`src/rtl/ram_arbiter.sv`:
```
// Cycle-stealing arbiter sharing the CPU 1K x 8 data RAM with one DMA requester.
// Define RAM_ARB_WRPROT_EN to block DMA writes into page 0x300-0x3FF.
module ram_arbiter #(
    parameter int AW       = 10,
    parameter int DW       = 8,
    parameter int MAX_WAIT = 15
) (
    input  logic          CLK,
    input  logic          nRESET,
    input  logic          CPU_USE,
    input  logic          CPU_WE,
    input  logic [AW-1:0] CPU_ADDR,
    input  logic [DW-1:0] CPU_DATA,
    output logic          CPU_HOLD,
    input  logic          DMA_REQ,
    input  logic [4:0]    DMA_LEN,
    input  logic          DMA_WE,
    input  logic [AW-1:0] DMA_ADDR,
    input  logic [DW-1:0] DMA_WDATA,
    output logic          DMA_GNT,
    output logic          DMA_ACK,
    output logic [DW-1:0] DMA_RDATA,
    output logic          DMA_DONE,
    output logic          DMA_ERR,
    output logic [AW-1:0] RAM_ADDR,
    output logic [DW-1:0] RAM_DATA,
    output logic          RAM_WE,
    input  logic [DW-1:0] RAM_Q
);

    typedef enum logic [1:0] {IDLE, BURST, DONE} state_t;

    localparam logic [7:0] LP_MAX = 8'(MAX_WAIT);

    state_t     r_state, w_state_nx;
    logic [4:0] r_beat, w_beat_nx;
    logic [7:0] r_wait, w_wait_nx;
    logic       r_hold, w_hold_nx;
    logic       w_own;
    logic       w_prot;

    assign w_own = nRESET && (r_state == BURST) && DMA_REQ
                   && (!CPU_USE || r_hold);

`ifdef RAM_ARB_WRPROT_EN
    logic r_err;

    assign w_prot = DMA_WE && (DMA_ADDR[AW-1 -: 2] == 2'b11);

    always_ff @(posedge CLK) begin
        if (!nRESET)
            r_err <= 1'b0;
        else if (w_own && w_prot)
            r_err <= 1'b1;
    end

    assign DMA_ERR = r_err;
`else
    assign w_prot  = 1'b0;
    assign DMA_ERR = 1'b0;
`endif

    always_ff @(posedge CLK) begin
        if (!nRESET) begin
            r_state <= IDLE;
            r_beat  <= '0;
            r_wait  <= '0;
            r_hold  <= 1'b0;
        end else begin
            r_state <= w_state_nx;
            r_beat  <= w_beat_nx;
            r_wait  <= w_wait_nx;
            r_hold  <= w_hold_nx;
        end
    end

    always_comb begin
        w_state_nx = r_state;
        w_beat_nx  = r_beat;
        w_wait_nx  = r_wait;
        w_hold_nx  = r_hold;
        unique case (r_state)
            IDLE: begin
                w_wait_nx = '0;
                w_hold_nx = 1'b0;
                if (DMA_REQ) begin
                    w_state_nx = BURST;
                    w_beat_nx  = (DMA_LEN == 5'd0) ? 5'd16 : DMA_LEN;
                end
            end
            BURST: begin
                if (!DMA_REQ) begin
                    w_state_nx = IDLE;
                    w_beat_nx  = '0;
                    w_wait_nx  = '0;
                    w_hold_nx  = 1'b0;
                end else if (w_own) begin
                    w_wait_nx = '0;
                    w_hold_nx = r_hold || (r_wait == LP_MAX);
                    if (r_beat == 5'd1) begin
                        w_state_nx = DONE;
                        w_beat_nx  = '0;
                        w_hold_nx  = 1'b0;
                    end else begin
                        w_beat_nx = r_beat - 5'd1;
                    end
                end else begin
                    // denied cycles only occur while hold is low
                    w_hold_nx = (r_wait == LP_MAX);
                    if (r_wait != LP_MAX)
                        w_wait_nx = r_wait + 8'd1;
                end
            end
            DONE: begin
                w_state_nx = IDLE;
                w_wait_nx  = '0;
                w_hold_nx  = 1'b0;
            end
            default: begin
                w_state_nx = IDLE;
            end
        endcase
    end

    assign DMA_GNT   = (r_state == BURST);
    assign DMA_DONE  = (r_state == DONE);
    assign CPU_HOLD  = r_hold;
    assign DMA_ACK   = w_own;
    assign DMA_RDATA = RAM_Q;
    assign RAM_ADDR  = w_own ? DMA_ADDR : CPU_ADDR;
    assign RAM_DATA  = w_own ? DMA_WDATA : CPU_DATA;
    assign RAM_WE    = nRESET && (w_own ? (DMA_WE && !w_prot) : CPU_WE);

endmodule

```
`config.mk`:
```
export PLATFORM = sky130hd
export DESIGN_NAME = ram_arbiter
export DESIGN_NICKNAME = d
export VERILOG_FILES = /design/src/rtl/ram_arbiter.sv
export SDC_FILE = /design/constraint.sdc
export NUM_CORES = 1
export LEC_CHECK = 0
export ABC_AREA = 1
export CAP_MARGIN = 20
export CORE_MARGIN = 1.5
export CORE_UTILIZATION = 37
export DETAILED_ROUTE_END_ITERATION = 6
export PLACE_DENSITY = 0.82
export SLEW_MARGIN = 20
export SYNTH_ARGS = -nofsm -noshare
export SYNTH_HDL_FRONTEND = slang
export SYNTH_SLANG_ARGS = --single-unit
export TNS_END_PERCENT = 100
```
`constraint.sdc`:
```
create_clock -name CLK -period 1.49 [get_ports CLK]
set_input_delay 0.2235 -clock CLK [delete_from_list [all_inputs] [get_ports CLK]]
set_output_delay 0.2235 -clock CLK [all_outputs]
set_load 0.01 [all_outputs]
```
# == Yosys cells after proc, flatten, opt, wreduce, memory -nomap -nowiden ==
# Index checks and enable logic that the tools add are counted.
# totals
reg_bits,16
in_bits,55
output_inout_bits,32
elab_cells,52
# classes
addsub,2
eq_ne,9
muxes,22
reduce_logical,15
# op_table
cell,n
2-to-1 mux 8 bit,4
2-to-1 mux 5 bit,5
one-hot mux 8 bit (2 select lines),1
2-to-1 mux 10 bit,1
one-hot mux 5 bit (2 select lines),1
"adder 8 x 1 -> 8 bit, second input constant",1
"equality test 8 x 4 -> 1 bit, second input constant",1
2-to-1 mux 2 bit,4
"inequality test 8 x 4 -> 1 bit, second input constant",1
"inequality test 3 x 2 -> 1 bit, second input constant",2
AND reduction 3 bit,2
"equality test 5 x 1 -> 1 bit, second input constant",1
zero test 5 bit,1
"subtractor 5 x 1 -> 5 bit, second input constant",1
logical AND 1 bit,4
2-to-1 mux 1 bit,4
"inequality test 4 x 2 -> 1 bit, second input constant",1
one-hot mux 2 bit (2 select lines),1
nonzero test 2 bit,2
"equality test 2 x 1 -> 1 bit, second input constant",1
"equality test 2 bit, second input constant",1
zero test 2 bit,1
logical OR 1 bit,2
"inequality test 2 bit, second input constant",1
4 further kinds,4

# == Longest topological paths before layout ==
# depth
word_depth,7
ltp_mapped,10
depth_no_buf,10

# == Least setup slack after synthesis ==
# No wires, ideal clock.
# synth_path
path_kind,reg-to-output
start,register r_state[0]
end,output port RAM_ADDR[7]
arrival_ns,1.213
t_required_ns,1.266
slack_ns,0.053
path_stages_with_launch,8
n_path_buf,1
cell_sequence,dfxtp_1 inv_2 nor2_2 nand2_2 nor2_4 buf_6 nand2_1 nand2_1
# synth_via
elab_chain_cells,5
# synth_lines
item,line_no,rtl
"start, declared",35,"state_t r_state, w_state_nx;"
"start signal, assigned",70,r_state <= w_state_nx;
equality test 2 x 1 -> 1 bit,--,
net DMA_GNT,20,"output logic DMA_GNT,"
logical AND 1 bit (2 in series),42,assign w_own = nRESET && (r_state == BURST) && DMA_REQ
logical AND 1 bit,43,&& (!CPU_USE || r_hold);
net DMA_ACK,21,"output logic DMA_ACK,"
2-to-1 mux 10 bit,130,assign RAM_ADDR = w_own ? DMA_ADDR : CPU_ADDR;
"end, declared",25,"output logic [AW-1:0] RAM_ADDR,"
# The timed path passes the listed nets, and every way through them passes these cells.

# == Final worst setup path ==
# layout_path
start,register r_state[0]
end,output port RAM_ADDR[3]
# layout_via
elab_chain_cells,5
# layout_lines
item,line_no
equality test 2 x 1 -> 1 bit,42
logical AND 1 bit (2 in series),42
logical AND 1 bit,43
2-to-1 mux 10 bit,130
# No other way between the ends.

==> metrics.md <==
| Metric | Value |
|---|---|
| Outcome | `finished with violations` |
| Failing checks | `setup timing` |
| CTS tree | `built` |
| Initial Util | `39.7%` |
| CP Launch Type | `flip-flop` |
| Initial antenna violation count | `0` |
| Number of global-route vias before repair | `1622` |
| Final wirelength | `4570 um` |
| H-tree Lvls | `1` |
| Core Box Area | `3420 um2` |
| Top FF cell, synth | `dfxtp_1` |
| Max incr delay on CP | `0.36 ns` |
| Type of the worst setup path | `flip-flop to output port` |
| Cts bufs inserted | `3` |
| Max Cap Violations | `0` |
| Buf/Inv on CP | `4` |
| Area contributors post-synth | `nand2_1 (25%), dfxtp_1 (24%), inv_1 (6.4%)` |
| Worst Skew | `0.00991 ns` |
| Die W | `63.6 um` |
| Minimum clock period | `1.72 ns` |
| Fin crit share | `115%` |
| Routed length per instance | `12.7 um` |
| Clk_lat worst skew | `0.29 ns` |
| # nets final | `374` |
| Worst VDD drop | `0.356 mV` |
| Number of synthesized flops with an enable pin | `0` |
| Via count | `1716` |
| Crit path max-delay family | `simple AND/OR/NAND/NOR gates` |
| Dpl cells | `345` |
| DR vias/cell | `4.77` |
| I/O Buffers | `69` |
| Crit-path cells | `inv_2, nor2_4, nand2_4, nor2_4, buf_12, buf_12, nand2_2, nand2_1, buf_2` |
| Ys async rst share | `0%` |
| Non-Filler Instances | `360` |
| Pwr per Cell Area | `529 nW/um2` |
| Final worst slack | `-0.229 ns` |
| Tot GR Track Use | `21.4%` |
| Post-Syn Area | `1360 um2` |
| CTS max path bufs | `2` |
| Worst Path Required | `1.27 ns` |
| Power Total | `0.00125 W` |
| Final setup viols | `20` |
| Reg clk slew, reported paths | `0.09 ns` |
| Synth top area share | `25.4%` |
| Max Clk Rate | `582 MHz` |
| Crit path DAT | `1.50 ns` |
| Ys Warns | `0` |
| Crit-path slowest cell | `dfxtp_2` |
| Die Height | `63.6 um` |
| CP Capture Type | `output port` |
| Yosys reg bits | `16` |
| Largest net degree at the start of global routing | `17` |
| Largest fanout on the critical path | `5` |
| Sequential area share after synthesis | `23.6%` |
| Final Hold Fails | `0` |
| Post-DRT Antenna Nets | `0` |
| Remaining DRCs | `0` |
| TritonCTS Sinks | `16` |
| Final Max Slew Viols | `0` |
| Synth cell types | `29` |
| Die footprint | `4040 um2` |
| First-pass GRT wire length | `7070 um` |
| Pleak | `1.17 nW` |
| RSZ-0062 raised after global routing | `yes` |
| RD Place Congestion | `0.903` |
| DR pass1 iterations | `5` |
| Syn Inst Count | `228` |
| Post-synth top cells | `nand2_1 (92), inv_1 (23), nor2_1 (22), dfxtp_1 (16)` |
| Antenna cells | `0` |
| Synth Net Count | `286` |
| Global route overflow | `0` |
| Cell with the most instances after synthesis | `nand2_1` |
| Layout cell share with drive strength beyond 1 | `29.9%` |
| Yosys top cell by area | `nand2_1` |
| # rows | `21` |
| Root buf cell | `clkbuf_4` |
| Hold Path Class | `input pin to output port` |
| Ports | `87` |
| Area delta synth->final | `74.3%` |
| Avg Inst Size Synth | `5.95 um2` |
| DRT iter0 DRCs | `64` |
| Final HPWL from detailed placement | `3240 um` |
## layer usage
metal	wire [um]	global-route usage, %	part of all wire, %	vias up
li1	-	-	-	872
met1	1930	24.1	42	784
met2	2280	40.7	50	58
met3	335	4.64	7.3	2
met4	21	4.89	0.46	0
met5	0	0	0	-
## area by class of cell
type                    instances  area [um2]
clock buffers                   3        22.5
fillers                       290        1050
inverters                      26         100
multi-input cells             172         962
flip-flops and latches         16         327
well taps                      46        57.6
repair buffers                 97         897
## worst register-to-register path: stages, from the launching register on
cell and delay (ns):
dfxtp_2 0.36, inv_2 0.05, buf_4 0.12, buf_4 0.12, nand2_1 0.08, nor2_1 0.06
nor2_1 0.12, nand2_2 0.11, inv_2 0.11, o211ai_1 0.09, nand2_1 0.08, inv_1 0.04
## stage by stage
step,setup TNS (ns),setup slack (ns),hold slack [ns],util (%),area [um2]
global route,-5.23,-0.294,0.447,69.3,2370
global placement,-13.26,-0.586,0.447,62.5,2130
CTS,-3.75,-0.219,0.447,64.8,2210
detailed placement,-13.72,-0.606,0.447,62.5,2130
finish,-3.68,-0.229,0.447,69.3,2370
floorplan,0,0.0533,0.362,-,1360
## where the power goes
part           switching (W)  total [W]  internal, W  leakage [nW]
Combinational       0.000252   0.000548     0.000296          1.02
Clock               0.000141   0.000235    0.0000940        0.0138
Sequential         0.0000180   0.000468     0.000450         0.132
Total               0.000411    0.00125     0.000840          1.17
## layout by cell type, fill, tap and decap left out, types with 2 or more instances in the layout
master | Yosys | routed
nand2_2 | 3 | 12
buf_6 | 2 | 10
nor2_4 | 3 | 4
inv_2 | 2 | 3
nand2_4 | 3 | 12
nand3_4 | 0 | 2
nor2_1 | 22 | 21
dfxtp_2 | 0 | 2
nand3_1 | 9 | 7
nor3_1 | 4 | 3
o21ai_0 | 9 | 9
xnor2_1 | 2 | 2
buf_2 | 3 | 14
ha_1 | 3 | 2
dfxtp_1 | 16 | 13
buf_4 | 9 | 21
a21oi_1 | 9 | 9
o211ai_1 | 2 | 2
inv_1 | 23 | 22
buf_12 | 0 | 2
clkdlybuf4s50_1 | 0 | 44
o21ai_1 | 2 | 2
nand2_1 | 92 | 74
clkbuf_4 | 0 | 3
dlygate4sd2_1 | 0 | 3
## sequential cells by signal, summed over array words and instances (netlist names)
register and count:
r_state 2, r_beat 5, CPU_HOLD 1, r_wait 8
## final timing paths
kind	from	to	slack (ns)	depth (start not counted)
worst max-delay path	r_state[0]$_SDFFE_PN0P_	RAM_ADDR[3]	-0.23	9
worst min-delay path	RAM_Q[4]	DMA_RDATA[4]	0.45	0
worst max register to register	r_state[0]$_SDFFE_PN0P_	r_beat[4]$_SDFFE_PN0P_	0.06	11
worst min register to register	r_beat[1]$_SDFFE_PN0P_	r_beat[1]$_SDFFE_PN0P_	0.52	2
## logic make-up after synthesis
group / Yosys count / synth area share (%)
other: 1 / 0.276
AOI/OAI and AO/OA: 27 / 11.9
and+or+nand+nor: 139 / 45.1
DFF: 16 / 23.6
adders and majority gates: 3 / 2.77
buffers and inverters: 40 / 15.1
xor gates and xnor gates: 2 / 1.29
## repair_timing
item	CTS	global route
gates resized for setup	101	39
buffers inserted	7	5
endpoints found under the setup margin	23	30
hold buffers	0	0
pin swaps	2	11
cloned	2	1
Power figures use the tool's default switching activity.
